==> src/rtl/axis_pattern_sink_pkg.sv <==
// Shared types and constants for the AXI-Stream pattern sink.
// The LFSR constants are only consumed when AXIS_PATTERN_SINK_BACKPRESSURE_EN is defined.
package axis_pattern_sink_pkg;

  typedef enum logic [1:0] {
    IDLE    = 2'd0,
    BODY    = 2'd1,
    OVERRUN = 2'd2
  } sink_state_e;

  localparam logic [15:0] LFSR_SEED = 16'hACE1;
  // Taps 16,14,13,11 mapped onto bits 15,13,12,10
  localparam logic [15:0] LFSR_TAPS = 16'hB400;

  function automatic logic lfsrFeedback(input logic [15:0] state);
    return ^(state & LFSR_TAPS);
  endfunction

endpackage

==> src/rtl/axi_stream_inf.sv <==
// Minimal AXI-Stream bundle: the source drives valid/data/last, the sink drives ready.
interface axi_stream_inf #(
  parameter int DSIZE = 16
) ();

  logic             axis_tvalid;
  logic             axis_tready;
  logic [DSIZE-1:0] axis_tdata;
  logic             axis_tlast;

  modport master (
    output axis_tvalid,
    output axis_tdata,
    output axis_tlast,
    input  axis_tready
  );

  modport slave (
    input  axis_tvalid,
    input  axis_tdata,
    input  axis_tlast,
    output axis_tready
  );

endinterface

==> src/rtl/axis_pattern_sink_lfsr.sv <==
// 16-bit Fibonacci LFSR that throttles the sink's tready pseudo-randomly.
// Only instantiated when AXIS_PATTERN_SINK_BACKPRESSURE_EN is defined.
module axis_bp_lfsr
  import axis_pattern_sink_pkg::*;
(
  input  logic clock,
  input  logic rst,
  output logic ready_out
);

  logic [15:0] r_lfsr;
  logic        r_ready;

  always_ff @(posedge clock) begin
    if (rst) begin
      r_lfsr  <= LFSR_SEED;
      r_ready <= 1'b0;
    end else begin
      r_lfsr  <= {r_lfsr[14:0], lfsrFeedback(r_lfsr)};
      r_ready <= r_lfsr[0];
    end
  end

  assign ready_out = r_ready;

endmodule

==> src/rtl/axis_pattern_sink.sv <==
// AXI-Stream sink that checks incrementing-data frames, optional expected length and overruns.
// Define AXIS_PATTERN_SINK_BACKPRESSURE_EN to throttle tready from an LFSR instead of holding it high.
module axis_pattern_sink
  import axis_pattern_sink_pkg::*;
#(
  parameter int DSIZE   = 16,
  parameter int MAX_LEN = 1024
) (
  input  logic                         clock,
  input  logic                         rst,
  axi_stream_inf.slave                 sink_inf,
  input  logic [$clog2(MAX_LEN+1)-1:0] cfg_len,
  output logic                         frame_done,
  output logic [31:0]                  frame_cnt,
  output logic [15:0]                  err_cnt,
  output logic [$clog2(MAX_LEN+1)-1:0] last_len,
  output logic                         err_flag
);

  localparam int LW = $clog2(MAX_LEN + 1);
  localparam logic [LW-1:0] MAX_BEATS = LW'(MAX_LEN);

  sink_state_e      r_state;
  logic [DSIZE-1:0] r_prevData;
  logic [LW-1:0]    r_beatCnt;
  logic [LW-1:0]    r_lenCfg;
  logic             r_lenDead;
  logic             r_frameErr;
  logic             r_frameDone;
  logic [31:0]      r_frameCnt;
  logic [15:0]      r_errCnt;
  logic [LW-1:0]    r_lastLen;
  logic             r_errFlag;

  logic             w_tready;
  logic             w_accept;
  logic             w_tlast;
  logic [DSIZE-1:0] w_data;
  logic [LW-1:0]    w_cnt;
  logic [LW-1:0]    w_len;
  logic             w_lenDead;
  logic             w_prevErr;
  logic             w_checking;
  logic             w_dataErr;
  logic             w_lenErr;
  logic             w_lenMiss;
  logic             w_enterOverrun;
  logic             w_beatErr;
  logic             w_frameErrNext;

`ifdef AXIS_PATTERN_SINK_BACKPRESSURE_EN
  logic w_lfsrReady;

  axis_bp_lfsr u_bpLfsr (
    .clock     (clock),
    .rst       (rst),
    .ready_out (w_lfsrReady)
  );

  assign w_tready = w_lfsrReady;
`else
  logic r_tready;

  always_ff @(posedge clock) begin
    if (rst) begin
      r_tready <= 1'b0;
    end else begin
      r_tready <= 1'b1;
    end
  end

  assign w_tready = r_tready;
`endif

  assign sink_inf.axis_tready = w_tready;
  assign w_accept = sink_inf.axis_tvalid & w_tready;
  assign w_tlast  = sink_inf.axis_tlast;
  assign w_data   = sink_inf.axis_tdata;

  // Per-beat view of the frame: a beat seen in IDLE starts a fresh frame context
  always_comb begin
    w_cnt          = '0;
    w_len          = '0;
    w_lenDead      = 1'b0;
    w_prevErr      = 1'b0;
    w_checking     = 1'b0;
    w_dataErr      = 1'b0;
    w_lenErr       = 1'b0;
    w_lenMiss      = 1'b0;
    w_enterOverrun = 1'b0;
    if (r_state == IDLE) begin
      w_cnt     = LW'(1);
      w_len     = cfg_len;
      w_lenDead = 1'b0;
      w_prevErr = 1'b0;
    end else begin
      w_cnt     = (r_beatCnt == '1) ? r_beatCnt : r_beatCnt + LW'(1);
      w_len     = r_lenCfg;
      w_lenDead = r_lenDead;
      w_prevErr = r_frameErr;
    end
    w_checking = (r_state != OVERRUN);
    if (w_checking && r_state == BODY) begin
      w_dataErr = (w_data != r_prevData + DSIZE'(1));
    end
    if (w_checking && w_len != '0 && !w_lenDead) begin
      w_lenErr  = w_tlast ? (w_cnt != w_len) : (w_cnt == w_len);
      w_lenMiss = !w_tlast && (w_cnt == w_len);
    end
    w_enterOverrun = w_checking && !w_tlast && (w_cnt == MAX_BEATS);
  end

  assign w_beatErr      = w_dataErr | w_lenErr | w_enterOverrun;
  assign w_frameErrNext = w_prevErr | w_beatErr;

  // Frame FSM plus the registered status outputs, which publish one cycle after tlast
  always_ff @(posedge clock) begin
    if (rst) begin
      r_state     <= IDLE;
      r_prevData  <= '0;
      r_beatCnt   <= '0;
      r_lenCfg    <= '0;
      r_lenDead   <= 1'b0;
      r_frameErr  <= 1'b0;
      r_frameDone <= 1'b0;
      r_frameCnt  <= '0;
      r_errCnt    <= '0;
      r_lastLen   <= '0;
      r_errFlag   <= 1'b0;
    end else begin
      r_frameDone <= 1'b0;
      if (w_accept) begin
        r_prevData <= w_data;
        r_beatCnt  <= w_cnt;
        r_lenCfg   <= w_len;
        r_lenDead  <= w_lenDead | w_lenMiss;
        r_frameErr <= w_frameErrNext;
        if (w_tlast) begin
          r_state     <= IDLE;
          r_frameDone <= 1'b1;
          r_frameCnt  <= r_frameCnt + 32'd1;
          r_lastLen   <= w_cnt;
          if (w_frameErrNext) begin
            r_errFlag <= 1'b1;
            if (r_errCnt != 16'hFFFF) begin
              r_errCnt <= r_errCnt + 16'd1;
            end
          end
        end else if (w_enterOverrun) begin
          r_state <= OVERRUN;
        end else if (r_state == IDLE) begin
          r_state <= BODY;
        end
      end
    end
  end

  assign frame_done = r_frameDone;
  assign frame_cnt  = r_frameCnt;
  assign err_cnt    = r_errCnt;
  assign last_len   = r_lastLen;
  assign err_flag   = r_errFlag;

endmodule

==> src/flat_wrapper.sv <==
// flat-port wrapper written by rule: the top's interface ports become plain ports
module axis_pattern_sink_flat import axis_pattern_sink_pkg::*;
#(
  parameter int DSIZE   = 16,
  parameter int MAX_LEN = 1024
)
  (clock, rst, cfg_len, frame_done, frame_cnt, err_cnt, last_len, err_flag, sink_inf_axis_tvalid, sink_inf_axis_tdata, sink_inf_axis_tlast, sink_inf_axis_tready);
  axi_stream_inf #(.DSIZE(DSIZE)) sink_inf_i ();
  input  logic clock;
  input  logic rst;
  input  logic [$clog2(MAX_LEN+1)-1:0] cfg_len;
  output logic frame_done;
  output logic [31:0] frame_cnt;
  output logic [15:0] err_cnt;
  output logic [$clog2(MAX_LEN+1)-1:0] last_len;
  output logic err_flag;
  input wire logic [$bits(sink_inf_i.axis_tvalid)-1:0] sink_inf_axis_tvalid;
  input wire logic [$bits(sink_inf_i.axis_tdata)-1:0] sink_inf_axis_tdata;
  input wire logic [$bits(sink_inf_i.axis_tlast)-1:0] sink_inf_axis_tlast;
  output wire logic [$bits(sink_inf_i.axis_tready)-1:0] sink_inf_axis_tready;
  assign sink_inf_i.axis_tvalid = sink_inf_axis_tvalid;
  assign sink_inf_i.axis_tdata = sink_inf_axis_tdata;
  assign sink_inf_i.axis_tlast = sink_inf_axis_tlast;
  assign sink_inf_axis_tready = sink_inf_i.axis_tready;
  axis_pattern_sink #(.DSIZE(DSIZE), .MAX_LEN(MAX_LEN)) u_core (.clock(clock), .rst(rst), .sink_inf(sink_inf_i), .cfg_len(cfg_len), .frame_done(frame_done), .frame_cnt(frame_cnt), .err_cnt(err_cnt), .last_len(last_len), .err_flag(err_flag));
endmodule
==> config.mk <==
export PLATFORM = sky130hd
export DESIGN_NAME = axis_pattern_sink_flat
export DESIGN_NICKNAME = d
export VERILOG_FILES = /design/src/rtl/axis_pattern_sink_pkg.sv /design/src/rtl/axi_stream_inf.sv /design/src/rtl/axis_pattern_sink_lfsr.sv /design/src/rtl/axis_pattern_sink.sv /design/src/flat_wrapper.sv
export SDC_FILE = /design/constraint.sdc
export NUM_CORES = 1
export LEC_CHECK = 0
export CAP_MARGIN = 20
export CORE_UTILIZATION = 30
export DETAILED_ROUTE_END_ITERATION = 10
export REMOVE_ABC_BUFFERS = 1
export SKIP_LAST_GASP = 1
export SLEW_MARGIN = 20
export SYNTH_ARGS = -nofsm -noshare
export SYNTH_HDL_FRONTEND = slang
export SYNTH_SLANG_ARGS = --single-unit
==> constraint.sdc <==
create_clock -name clock -period 11.9 [get_ports clock]
set_clock_uncertainty 0.05 [all_clocks]
set_input_delay 1.785 -clock clock [delete_from_list [all_inputs] [get_ports clock]]
set_output_delay 1.785 -clock clock [all_outputs]
set_load 0.1 [all_outputs]
==> metrics.md <==
| Metric | Value |
|---|---|
| Static leakage | `2.24 nW` |
| Number of global-route vias before repair | `4383` |
| # setup viols final | `0` |
| Post-CTS Hold Buffers | `0` |
| CTS HTree Levels | `3` |
| GR Util All Layers | `0.156` |
| Reg power frac | `0.508` |
| Crit Path Category | `input port to register` |
| Post-Syn Instances | `675` |
| Startpoint class of the critical path | `input port` |
| GR Overflow Total | `0` |
| Tot Pwr | `0.000711 W` |
| Synthesized flop and latch total | `104` |
| Fin Setup TNS | `0 ns` |
| Setup WS post-layout | `7.35 ns` |
| Register area share after synthesis | `0.393` |
| Worst vdd ir | `62.6 µV` |
| IO buf count | `92` |
| M2 GR Usage | `0.234` |
| Post_cts resized | `0` |
| Worst min path class | `register to register` |
| Commonest cells in the synthesized netlist | `120 x nand2_1, 104 x dfxtp_1, 72 x a21oi_1` |
| Nets | `787` |
| CP required | `12.09 ns` |
| Initial core utilization | `0.307` |
| CP peak stage delay | `0.48 ns` |
| Layout cells sized above 1 | `0.0397` |
| Clk_lat worst skew | `0.35 ns` |
| Hold Fails Final Rpt | `0` |
| Post-route ant nets | `0` |
| Post-Syn Area | `5290 µm²` |
| Max Slew Vio Count | `0` |
| CTS root buf | `clkbuf_16` |
| Core area | `17200 µm²` |
| Final wirelength | `13800 µm` |
| DR iter-0 viols | `321` |
| Fin crit share | `0.383` |
| Via count | `4943` |
| Layout Cells excl Fill | `980` |
| Syn_area_per_cell | `7.84 µm²` |
| Die W | `135 µm` |
| Die H | `135 µm` |
| Drc violations | `0` |
| Grt met3 use | `0.0229` |
| Synthesis-to-finish area growth | `26.1%` |
| Synth area leaders | `dfxtp_1 39%, nand2_1 8.5%, a21oi_1 6.8%` |
| RD Place Congestion | `0.824` |
| Largest area contributor in the synthesized netlist | `dfxtp_1` |
| Initial antenna violation count | `0` |
| First-pass GRT wire length | `22600 µm` |
| Most Crowded Layer GR | `met2` |
| Deepest clock path buffer count | `2` |
| Hold path start | `u_core.last_len[2]` |
| Async set or reset register ratio after synthesis | `0` |
| Routed length per instance | `14.1 µm` |
| Status | `finished clean` |
| Number of post-CTS setup repair buffers | `0` |
| Vias/cell | `5.04` |
| Count leader, synth | `nand2_1` |
| Largest net degree at the start of global routing | `68` |
| Worst-path clk slew | `0.07 ns` |
| Worst path most repeated cell | `nand4_1` |
| Post-Route Utilization | `0.387` |
| Number of iterations in the first detailed-routing pass | `5` |
| Antenna cells | `0` |
| Fmax | `0.220 GHz` |
| Combinational share of power | `0.095` |
| P_int | `0.000532 W` |
| Area fraction of the dominant cell type after synthesis | `0.393` |
| Slowest stage cell, crit path | `a21oi_1` |
| Num Clock Sinks | `104` |
| PwrDens | `106 nW/µm²` |
| Net Switching | `0.000179 W` |
| Placed Cells incl. Taps | `965` |
| CTS buffer count | `9` |
| CTS tree | `done` |
| R2r startpoint | `u_core.r_beatCnt[0]` |
| Die area | `18200 µm²` |
| Ys flop type | `dfxtp_1` |
| Largest fanout on the critical path | `7` |
| Crit. End Element | `register` |
| Post-synth EDFFs | `0` |
| # IOs | `93` |
| RSZ-0062 raised after global routing | `no` |
| Crit path time final | `4.55 ns` |
| Place WS | `6.96 ns` |
| Worst Path Arrival | `4.74 ns` |
| Least-Margin Pin Slew | `1.01 ns` |
| Max-cap violations | `0` |
| Detailed Place HPWL | `9720 µm` |
| Clock Power Share | `0.397` |
| Worst-path cell chain | `clkdlybuf4s50_1 -> mux2i_1 -> xor2_1 -> nand4_1 -> nor3_1 -> ha_1 -> o311ai_0 -> nor2_2 -> a21oi_1 -> nand4_1 -> mux2_2` |
| Launch point of the worst path | `cfg_len[3]` |
| Sw Share | `0.252` |
| Number of synthesis warnings | `0` |
| Met1 Use GR | `0.222` |
| Max-slew headroom | `0.328` |
| Row count | `48` |
| Distinct cell type count after synthesis | `61` |
-- path summary, 6_finish.rpt --
path | endpoint | cells past startpoint | slack, ns
worst max register to register | u_core.err_cnt[8] | 14 | 7.43
worst min-delay path | u_core.last_len[2] | 2 | 0.41
worst max-delay path | u_core.err_cnt[8] | 11 | 7.35
worst min register to register | u_core.last_len[2] | 2 | 0.41
-- critical path: cells and delay by family --
family                   cells  cell delay [ns]
XOR/XNOR                     1             0.18
AND/OR/NAND/NOR              4             0.66
buffers and inverters        1             0.45
adder cells (fa/ha/maj)      1             0.27
AO/OA/AOI/OAI                2             0.93
multiplexers                 2             0.47
-- flip-flops by register name, indices dropped and copies added, names as in the netlist --
register,count
u_core.err_cnt,16
u_core.err_flag,1
u_core.frame_cnt,32
u_core.frame_done,1
u_core.last_len,11
u_core.r_beatCnt,11
u_core.r_frameErr,1
u_core.r_lenCfg,11
u_core.r_lenDead,1
u_core.r_prevData,16
u_core.r_state,2
u_core.sink_inf.axis_tready,1
-- placed cells by master, fill, tap and decap left out, types with 5 or more instances in the layout --
| cell | Yosys | final |
|---|---|---|
| dfxtp_1 | 104 | 104 |
| mux2i_1 | 8 | 8 |
| a21oi_1 | 72 | 72 |
| o21ai_0 | 26 | 26 |
| nor3_1 | 18 | 18 |
| nor4_1 | 9 | 9 |
| ha_1 | 5 | 5 |
| nand2_1 | 120 | 120 |
| inv_1 | 15 | 15 |
| xnor2_1 | 33 | 33 |
| clkdlybuf4s50_1 | 0 | 91 |
| or3_1 | 13 | 13 |
| nand3_1 | 31 | 31 |
| xor2_1 | 22 | 22 |
| and4_1 | 5 | 5 |
| and3_1 | 19 | 19 |
| a211oi_1 | 9 | 9 |
| nor2_1 | 55 | 55 |
| buf_4 | 0 | 6 |
| nand4_1 | 11 | 11 |
| clkbuf_16 | 0 | 9 |
-- metrics by stage --
stage                     instance area, µm²  hold slack [ns]
after floorplan                         5160            0.392
after global placement                  6400            0.396
after detailed placement                6400            0.400
after CTS                               6670            0.411
after global routing                    6670            0.429
final                                   6670            0.407
-- kinds of logic after synthesis --
group	Yosys count	share of synthesized area
simple gates	311	0.287
compound gates	143	0.162
flops	104	0.393
xor+xnor	55	0.0910
buf+inv	47	0.0352
mux	10	0.0194
fa+ha+maj	5	0.0118
-- layout make-up --
| type | instances | area, µm² |
|---|---|---|
| Fill cell | 1785 | 10600 |
| Multi-Input combinational cell | 524 | 3020 |
| Sequential cell | 104 | 2080 |
| Timing Repair Buffer | 97 | 956 |
| Tap cell | 225 | 282 |
| Clock buffer | 12 | 256 |
| Inverter | 15 | 56.3 |
| Clock inverter | 3 | 17.5 |
-- routing by layer --
layer / vias to the layer above / part of all wire / routed length (µm)
met1: 2304 / 0.50 / 6930
li1: 2537 / - / -
met5: - / 0 / 0
met3: 10 / 0.033 / 461
met4: 0 / 0.015 / 207
met2: 92 / 0.45 / 6240
-- power by group through the flow --
stage / clock (W) / sequential (W) / combinational (W)
floorplan: 0 / 0.000375 / 0.0000306
global placement: 0 / 0.000369 / 0.0000678
detailed placement: 0 / 0.000369 / 0.0000679
CTS: 0.000291 / 0.000361 / 0.0000682
global route: 0.000307 / 0.000362 / 0.0000742
finish: 0.000282 / 0.000361 / 0.0000675
(Power assumes the default switching activity.)
